<file path="src/rtl/uart_log_pkg.sv">
// Shared types and constants for the UART byte-log transmitter.
// The marker bytes frame log records produced by the SPI capture stage.
package uart_log_pkg;

    localparam int DEFAULT_CLK_DIV    = 417;
    localparam int DEFAULT_FIFO_DEPTH = 16;

    localparam logic [7:0] MARKER_DD = 8'hDD;
    localparam logic [7:0] MARKER_DE = 8'hDE;

    typedef enum logic [1:0] {
        IDLE  = 2'd0,
        START = 2'd1,
        DATA  = 2'd2,
        STOP  = 2'd3
    } tx_state_e;

endpackage

</file>
<file path="src/rtl/log_byte_fifo.sv">
// Byte FIFO with a combinational read port (rd_data shows the head entry).
// A push into a full FIFO is accepted only when a pop happens in the same cycle.
module log_byte_fifo #(
    parameter  int DEPTH = 16,
    localparam int AW    = $clog2(DEPTH),
    localparam int LW    = AW + 1
) (
    input  logic          clk,
    input  logic          rst,
    input  logic          push,
    input  logic [7:0]    wr_data,
    input  logic          pop,
    output logic [7:0]    rd_data,
    output logic          full,
    output logic          empty,
    output logic [LW-1:0] level
);

    logic [7:0]    mem [DEPTH];
    logic [AW-1:0] wr_ptr;
    logic [AW-1:0] rd_ptr;
    logic          do_push;
    logic          do_pop;

    assign full    = (level == LW'(DEPTH));
    assign empty   = (level == '0);
    assign do_pop  = pop && !empty;
    assign do_push = push && (!full || do_pop);
    assign rd_data = mem[rd_ptr];

    always_ff @(posedge clk) begin
        if (do_push) begin
            mem[wr_ptr] <= wr_data;
        end
    end

    // Pointers are log2(DEPTH) bits, so wrap is the natural binary rollover.
    always_ff @(posedge clk or posedge rst) begin
        if (rst) begin
            wr_ptr <= '0;
            rd_ptr <= '0;
            level  <= '0;
        end else begin
            if (do_push) begin
                wr_ptr <= wr_ptr + AW'(1);
            end
            if (do_pop) begin
                rd_ptr <= rd_ptr + AW'(1);
            end
            case ({do_push, do_pop})
                2'b10:   level <= level + LW'(1);
                2'b01:   level <= level - LW'(1);
                default: level <= level;
            endcase
        end
    end

endmodule

</file>
<file path="src/rtl/uart_log_tx.sv">
// Buffers logged bytes and streams them out as 8N1 UART frames, LSB first.
// Bytes arriving while the buffer is full are dropped and counted.
module uart_log_tx
    import uart_log_pkg::*;
#(
    parameter  int CLK_DIV    = DEFAULT_CLK_DIV,
    parameter  int FIFO_DEPTH = DEFAULT_FIFO_DEPTH,
    localparam int LW         = $clog2(FIFO_DEPTH) + 1
) (
    input  logic          fifo_clk,
    input  logic          reset,
    input  logic [7:0]    data,
    input  logic          data_valid,
    output logic          tx,
    output logic          uart_busy,
    output logic [LW-1:0] fifo_level,
    output logic          overflow,
    output logic [7:0]    drop_count,
    output tx_state_e     state_dbg
);

    localparam logic [15:0] BAUD_LAST = 16'(CLK_DIV - 1);

    // Assertion is immediate; release is delayed two clocks so every flop
    // leaves reset on the same edge.
    logic [1:0] rst_sync;
    logic       rst;

    always_ff @(posedge fifo_clk or posedge reset) begin
        if (reset) begin
            rst_sync <= 2'b11;
        end else begin
            rst_sync <= {rst_sync[0], 1'b0};
        end
    end

    assign rst = rst_sync[1];

    logic       fifo_full;
    logic       fifo_empty;
    logic       pop;
    logic [7:0] fifo_rd;
    logic       drop;

    log_byte_fifo #(
        .DEPTH (FIFO_DEPTH)
    ) u_fifo (
        .clk     (fifo_clk),
        .rst     (rst),
        .push    (data_valid),
        .wr_data (data),
        .pop     (pop),
        .rd_data (fifo_rd),
        .full    (fifo_full),
        .empty   (fifo_empty),
        .level   (fifo_level)
    );

    assign drop = data_valid && fifo_full && !pop;

    always_ff @(posedge fifo_clk or posedge rst) begin
        if (rst) begin
            overflow   <= 1'b0;
            drop_count <= 8'd0;
        end else if (drop) begin
            overflow <= 1'b1;
            if (drop_count != 8'hFF) begin
                drop_count <= drop_count + 8'd1;
            end
        end
    end

    tx_state_e   state;
    tx_state_e   state_n;
    logic [15:0] baud_cnt;
    logic [15:0] baud_n;
    logic [2:0]  bit_idx;
    logic [2:0]  bit_n;
    logic [7:0]  shift;
    logic [7:0]  shift_n;
    logic        tx_n;
    logic        baud_last;

    assign baud_last = (baud_cnt == BAUD_LAST);
    assign state_dbg = state;

    always_comb begin
        state_n = state;
        baud_n  = baud_cnt;
        bit_n   = bit_idx;
        shift_n = shift;
        pop     = 1'b0;
        case (state)
            IDLE: begin
                if (!fifo_empty) begin
                    pop     = 1'b1;
                    shift_n = fifo_rd;
                    baud_n  = 16'd0;
                    state_n = START;
                end
            end
            START: begin
                if (baud_last) begin
                    baud_n  = 16'd0;
                    bit_n   = 3'd0;
                    state_n = DATA;
                end else begin
                    baud_n = baud_cnt + 16'd1;
                end
            end
            DATA: begin
                if (baud_last) begin
                    baud_n  = 16'd0;
                    shift_n = {1'b0, shift[7:1]};
                    if (bit_idx == 3'd7) begin
                        state_n = STOP;
                    end else begin
                        bit_n = bit_idx + 3'd1;
                    end
                end else begin
                    baud_n = baud_cnt + 16'd1;
                end
            end
            STOP: begin
                if (baud_last) begin
                    baud_n = 16'd0;
                    // Chain straight into the next start bit when data is waiting.
                    if (!fifo_empty) begin
                        pop     = 1'b1;
                        shift_n = fifo_rd;
                        state_n = START;
                    end else begin
                        state_n = IDLE;
                    end
                end else begin
                    baud_n = baud_cnt + 16'd1;
                end
            end
            default: begin
                state_n = IDLE;
            end
        endcase

        // tx is registered from the upcoming state, so it changes on the
        // same edge that enters that state.
        case (state_n)
            START:   tx_n = 1'b0;
            DATA:    tx_n = shift_n[0];
            default: tx_n = 1'b1;
        endcase
    end

    always_ff @(posedge fifo_clk or posedge rst) begin
        if (rst) begin
            state     <= IDLE;
            baud_cnt  <= 16'd0;
            bit_idx   <= 3'd0;
            shift     <= 8'd0;
            tx        <= 1'b1;
            uart_busy <= 1'b0;
        end else begin
            state     <= state_n;
            baud_cnt  <= baud_n;
            bit_idx   <= bit_n;
            shift     <= shift_n;
            tx        <= tx_n;
            uart_busy <= (fifo_level != '0) || (state != IDLE);
        end
    end

endmodule

</file>
<file path="config.mk">
export PLATFORM = sky130hd
export DESIGN_NAME = uart_log_tx
export DESIGN_NICKNAME = d
export VERILOG_FILES = /design/src/rtl/uart_log_pkg.sv /design/src/rtl/log_byte_fifo.sv /design/src/rtl/uart_log_tx.sv
export SDC_FILE = /design/constraint.sdc
export NUM_CORES = 1
export LEC_CHECK = 0
export BUFFER_PORTS_ARGS = -buffer_cell sky130_fd_sc_hd__buf_2
export CORE_MARGIN = 4
export CORE_UTILIZATION = 60
export CTS_CLUSTER_DIAMETER = 100
export CTS_CLUSTER_SIZE = 8
export DETAILED_ROUTE_END_ITERATION = 16
export GPL_ROUTABILITY_DRIVEN = 0
export PLACE_DENSITY = 0.78
export SYNTH_ARGS = -nofsm -noshare
export SYNTH_HDL_FRONTEND = slang
export SYNTH_SLANG_ARGS = --single-unit
</file>
<file path="constraint.sdc">
create_clock -name fifo_clk -period 2.25 [get_ports fifo_clk]
set_input_delay 0.1125 -clock fifo_clk [delete_from_list [all_inputs] [get_ports fifo_clk]]
set_output_delay 0.1125 -clock fifo_clk [all_outputs]
set_load 0.01 [all_outputs]
</file>
; Word level (Yosys, flattened, before mapping)
; Memory sizes are Yosys's and may differ from the RTL's.
; Index checks and enable logic that the tools add are counted.
[totals]
out_inout_bits = 18
memories = 1
in_bits = 11
ramBits = 128
ff_bits = 55
elab_cells = 82
[mem_list]
columns = name, words, width, rd, rd_clocked_by_memory_dff, wr, line
row1 = u_fifo.mem, 16, 8, 1, 0, 1, log_byte_fifo.sv:19  ; logic [7:0] mem [DEPTH];
[op_classes]
n_reduce_logical = 20
eq_ne = 16
n_mux = 25
n_addsub = 7
[op_table]
columns = cell, count
row1 = $mux W16, 2
row2 = $pmux W16 S2, 1
row3 = $mux W8, 3
row4 = $pmux W8 S3, 1
row5 = $add A16 B1 Y16 const B, 1
row6 = $eq A16 B9 Y1 const B, 1
row7 = $mux W2, 5
row8 = $ne A2 B2 Y1 const B, 5
row9 = $pmux W5 S2, 1
row10 = $mux W3, 3
row11 = $add A4 B1 Y4 const B, 2
row12 = $add A8 B1 Y8 const B, 1
row13 = $eq A2 B2 Y1 const B, 4
row14 = $ne A8 B8 Y1 const B, 1
row15 = $pmux W2 S4, 1
row16 = $eq A2 B1 Y1 const B, 3
row17 = $pmux W3 S2, 1
row18 = $reduce_bool A2 Y1, 3
row19 = $add A5 B1 Y5 const B, 1
row20 = $eq A5 B5 Y1 const B, 1
row21 = $logic_not A5 Y1, 1
row22 = $mux W1, 5
row23 = $reduce_bool A5 Y1, 1
row24 = $sub A5 B1 Y5 const B, 1
row25 = 12 further kinds, 19

; Longest topological paths before layout
[logic_depth]
ltp_word = 9
mapped_depth = 13
ltp_nobuf = 13

; Hierarchy
; Synthesis repeated with hierarchy kept, for this count alone.
[hier_totals]
hier_cells = 535
hier_area_um2 = 8050.2
[by_module_without_submodules]
columns = module, seq_area_each_um2, area_each_um2, cells_each, n_inst
row1 = log_byte_fifo, 4169.0, 5750.5, 298, 1
row2 = uart_log_tx, 1054.8, 2299.7, 237, 1

; Worst setup path before layout
; Ideal clock, no wire load.
[synth_path]
path_kind = register to register
start = reg state[0], in the netlist state_dbg[0]
end = mem u_fifo.mem[0][0] (enable)
required_time_ns = 1.852
setup_time_ns = 0.398
n_path_buf = 1
slack_ns = -1.052
t_arrival_ns = 2.904
path_stages_with_launch = 8
period_less_slack_ns = 3.302
path_cell_list = dfrtp_1 > ha_1 > nor4bb_1 > nand4_1 > a21oi_1 > o21ai_0 > clkbuf_1 > nor4b_1
[synth_via]
elab_chain_len = 7
word_cells_on_any_way = 8
cone_classes = eq/ne: 1 / mux: 3 / reduce/logical: 4
[synth_rtl]
columns = item, line
row1 = "start, declared", uart_log_tx.sv:73  ; tx_state_e state;
row2 = "start signal, assigned", uart_log_tx.sv:162  ; state <= state_n;
row3 = $eq A2 B2 Y1 / $logic_not A2 Y1 (equally long branches), uart_log_tx.sv:93  ; case (state)
row4 = $pmux W1 S2 *, uart_log_tx.sv:93
row5 = $logic_and A1 B1 Y1 *, log_byte_fifo.sv:27  ; assign do_pop = pop && !empty;
row6 = $logic_or A1 B1 Y1 *, log_byte_fifo.sv:28  ; assign do_push = push && (!full || do_pop);
row7 = $logic_and A1 B1 Y1 *, log_byte_fifo.sv:28
row8 = $mux W1 *, log_byte_fifo.sv:32  ; if (do_push) begin
row9 = $mux W1 (not written as such) *, log_byte_fifo.sv:33  ; mem[wr_ptr] <= wr_data;
row10 = "end, declared", log_byte_fifo.sv:19
; Mark *: on every way between the ends. The rest lies on a longest branch, timed or not.

; Final worst setup path
[layout_path]
start = reg baud_cnt[3]
end = reg u_fifo.level[4]
[layout_via]
elab_chain_len = 8
word_cells_on_any_way = 10
cone_classes = eq/ne: 3 / mux: 3 / reduce/logical: 4
[layout_rtl]
columns = item, line
row1 = "start, declared", uart_log_tx.sv:75  ; logic [15:0] baud_cnt;
row2 = "start signal, assigned", uart_log_tx.sv:163  ; baud_cnt <= baud_n;
row3 = $eq A16 B9 Y1 *, uart_log_tx.sv:84  ; assign baud_last = (baud_cnt == BAUD_LAST);
row4 = $mux W1 *, uart_log_tx.sv:125  ; if (baud_last) begin
row5 = $pmux W1 S2 *, uart_log_tx.sv:93
row6 = $logic_and A1 B1 Y1 *, log_byte_fifo.sv:27
row7 = $logic_or A1 B1 Y1, log_byte_fifo.sv:28
row8 = $logic_and A1 B1 Y1, log_byte_fifo.sv:28
row9 = $eq A2 B1 Y1 / $eq A2 B2 Y1 (equally long branches), log_byte_fifo.sv:50  ; case ({do_push, do_pop})
row10 = $pmux W5 S2 / $reduce_bool A2 Y1 (equally long branches), n/a
row11 = "end signal, assigned", log_byte_fifo.sv:51  ; 2'b10: level <= level + LW'(1);
row12 = "end signal, assigned", log_byte_fifo.sv:52  ; 2'b01: level <= level - LW'(1);
row13 = "end signal, assigned", log_byte_fifo.sv:53  ; default: level <= level;
row14 = "end, declared", log_byte_fifo.sv:16  ; output logic [LW-1:0] level
; Marked as above.
; A chain may end at the register's enable or synchronous reset.

==> metrics.md <==
| Metric | Value |
|---|---|
| WHS Endpoint | u_fifo.mem[15][0] |
| Kind of critical path | reg2reg |
| Max VDD drop | 0.881 mV |
| Pin count of the biggest net entering global routing | 32 |
| Worst-path maximum fanout | 3 |
| Reg clk slew, reported paths | 0.07 ns |
| Number of synthesized register bits | 183 |
| Die W | 124 µm |
| Crit start category | flip-flop |
| Rel. slew slack | 51.6% |
| H-tree depth | 4 |
| Total congestion overflow | 0 |
| RSZ-0062 raised after global routing | true |
| Commonest non-fill, non-tap cell in the layout | edfxtp_1 |
| Longest Clk Path Bufs | 2 |
| Final worst setup slack | -0.105 ns |
| Post-Route Utilization | 75.6% |
| Latest clock arrival within the worst-skew pair | 0.43 ns |
| Status | complete, but fails checks |
| Register Area | 5230 µm² |
| Final wirelength | 19.5 mm |
| Worst slew pin tran | 0.726 ns |
| Mean post-synth cell area | 14.5 µm² |
| Final slew viol count | 0 |
| Share of the synthesized area in the top cell type | 47.6% |
| Starting Density | 61.2% |
| Post-DP HPWL | 12.5 mm |
| PortBufs | 28 |
| Distinct cells, synth | 58 |
| Layout Nets | 692 |
| Main synth FF type | edfxtp_1 |
| Most frequent cells in the layout | 128 x edfxtp_1, 62 x buf_4, 58 x nand2_1, 50 x dfrtp_1, 36 x o21ai_0 |
| Syn Inst Count | 556 |
| HP Class | in2reg |
| Root Driver | clkbuf_16 |
| Number of buffers inserted during clock tree synthesis | 17 |
| Pwr Density | 862 nW/µm² |
| # rows | 42 |
| Cells along the critical path | nor4bb_1 -> buf_4 -> nand4_1 -> a21oi_4 -> nand2_2 -> nor2_4 -> xor2_1 -> ha_2 -> nand4_1 -> mux2i_1 -> xor2_1 |
| Final ANT Viol Nets | 0 |
| CP arrival | 2.71 ns |
| Final setup fails | 99 |
| Leakage power | 3.72 nW |
| Worst setup EP type | flip-flop |
| Layout cells sized above 1 | 34.6% |
| Period utilization | 105% |
| Final hold vios | 0 |
| Min-delay src | data[0] |
| Worst r2r path cells | 11 |
| Worst Hold Depth | 1 |
| Vias in the first global route | 5360 |
| Fin crit period | 2.35 ns |
| Seq/Total Area, Yosys | 64.7% |
| First-pass GRT wire length | 30.6 mm |
| MaxCap Viol Count | 0 |
| Drt via density | 6.27 |
| Fillcell total | 738 |
| Top post-synthesis cells by area | edfxtp_1 48%, dfrtp_1 16%, mux4_2 8.9% |
| Final hold slack | 0.0906 ns |
| CP max stage delay | 0.38 ns |
| P&R area growth vs syn | 23.5% |
| RR Startpoint | baud_cnt[3] |
| I/O pin count | 29 |
| Mapped cell area | 8070 µm² |
| Floorplan Core Area | 13200 µm² |
| DRC errors left | 0 |
| Initial antenna violation count | 0 |
| Syn nets | 584 |
| WP buf/inv | 1 |
| Max Fclk | 0.425 GHz |
| # diodes | 0 |
| Avg WL per Cell | 22.9 µm |
| CP max-delay cell | dfrtp_1 |
| Iteration count of the initial detailed-routing pass | 5 |
| DIE AREA | 15400 µm² |
| Area after DPL | 9130 µm² |
| Die Ht | 124 µm |
| # clock sinks | 183 |
| Ys Warns | 0 |
| CTS tree | done |
| Vias | 5346 |
| Gr usage total | 27.3% |
| R2r endpoint | u_fifo.level[4] |
| DR iter-0 viols | 569 |
| Area leader, netlist | edfxtp_1 |
| Layout Skew | 0.00969 ns |
| EDFF count, synth | 128 |
| Top delay family on crit path | simple AND/OR/NAND/NOR gates |
| Total negative setup slack | -5.42 ns |
| Synth async-reset ratio | 30.1% |
| Critical Path RT | 2.60 ns |
| Final Cell Area | 9970 µm² |
| Reg2reg setup slack | -0.10 ns |
| Area occupied by multi-input gates | 2960 µm² |
| Failing checks | setup timing |
==> stage by stage <==
step           std cells  setup slack (ns)  power, mW
2_1_floorplan        556            -0.119       4.94
3_3_place_gp         810            -0.135       5.43
3_5_place_dp         810            -0.233       5.52
4_1_cts              848            -0.157       8.58
5_1_grt              853            -0.202       8.92
6_report             853            -0.105       8.60
==> flip-flops by register name, summed over array words and instances (netlist names) <==
register,cells
baud_cnt,16
bit_idx,3
drop_count,8
overflow,1
rst_sync,2
shift,8
state_dbg,2
tx,1
u_fifo.level,5
u_fifo.mem,128
u_fifo.rd_ptr,4
u_fifo.wr_ptr,4
uart_busy,1
==> worst max-delay path by stage <==
stage,startpoint,endpoint,slack [ns],depth (start not counted)
3_5_place_dp,baud_cnt[1],u_fifo.level[4],-0.23,12
3_3_place_gp,baud_cnt[9],u_fifo.mem[4][1],-0.13,7
4_1_cts,baud_cnt[1],u_fifo.level[4],-0.16,12
6_report,baud_cnt[3],u_fifo.level[4],-0.10,11
2_1_floorplan,baud_cnt[0],u_fifo.mem[0][0],-0.12,8
5_1_grt,baud_cnt[4],u_fifo.level[4],-0.20,11
==> worst register-to-register path, delay by kind of cell (launching register included) <==
family                     cells  cell delay (ns)
DFF                            1             0.38
xor gates and xnor gates       2             0.35
buffers and inverters          1             0.17
muxes                          1             0.19
AOI/OAI and AO/OA              1             0.21
and+or+nand+nor                5             0.74
adders and majority gates      1             0.23
==> where the power goes <==
part / leakage, nW / switching (mW) / total, mW / internal [mW]
logic: 1.62 / 0.778 / 1.34 / 0.562
registers: 1.81 / 0.253 / 4.21 / 3.96
clock network: 0.295 / 1.34 / 3.05 / 1.70
==> cell type report <==
type | instances | area share (%)
flip-flops and latches | 183 | 52.4
multi-input cells | 337 | 29.7
repair buffers | 110 | 9.11
clock buffers | 19 | 4.44
well taps | 176 | 2.21
clock inverters | 13 | 1.56
inverters | 15 | 0.565
==> logic make-up after synthesis <==
group | share of synthesized area (%)
AO/OA/AOI/OAI | 6.28
XOR/XNOR | 2.50
adder cells (fa/ha/maj) | 2.63
buffers and inverters | 1.86
flip-flops | 64.7
multiplexers | 11.7
other | 0.0465
AND/OR/NAND/NOR | 10.3
==> synth_stat cells (all sizes together) (2+ instances only) <==
cell    instances
edfxtp        128
nand2          60
dfrtp          52
o21ai          42
mux4           32
nor2           29
nand3          20
ha             17
inv            15
a21oi          13
clkbuf         13
mux2i          13
xnor2          13
nor3           12
xor2           10
nand4           9
buf             8
mux2            8
nor4b           7
a32o            6
and2            4
nor4            4
a211oi          3
dfstp           3
o31ai           3
or4             3
a22oi           2
and3            2
nand2b          2
nor2b           2
nor3b           2
nor4bb          2
o311ai          2
==> per-layer routing <==
metal  vias to the layer above  wire (µm)  global-route usage (%)  share of wire (%)
met2                       265      10100                    45.3                 52
met5                         -          0                       0                  0
met4                         0        403                    8.08                2.1
met3                        43       1350                    6.49                6.9
li1                       2343          -                       -                  -
met1                      2695       7660                    36.4                 39
==> timing repair <==
| item | CTS | global route |
|---|---|---|
| resized for setup | 22 | 26 |
| hold buffers | 1 | 0 |
| pin swaps | 11 | 18 |
| setup endpoints to repair | 136 | 163 |
| endpoints found under the hold margin | 2 | 0 |
| buffers inserted | 5 | 5 |
(Power assumes the default switching activity.)
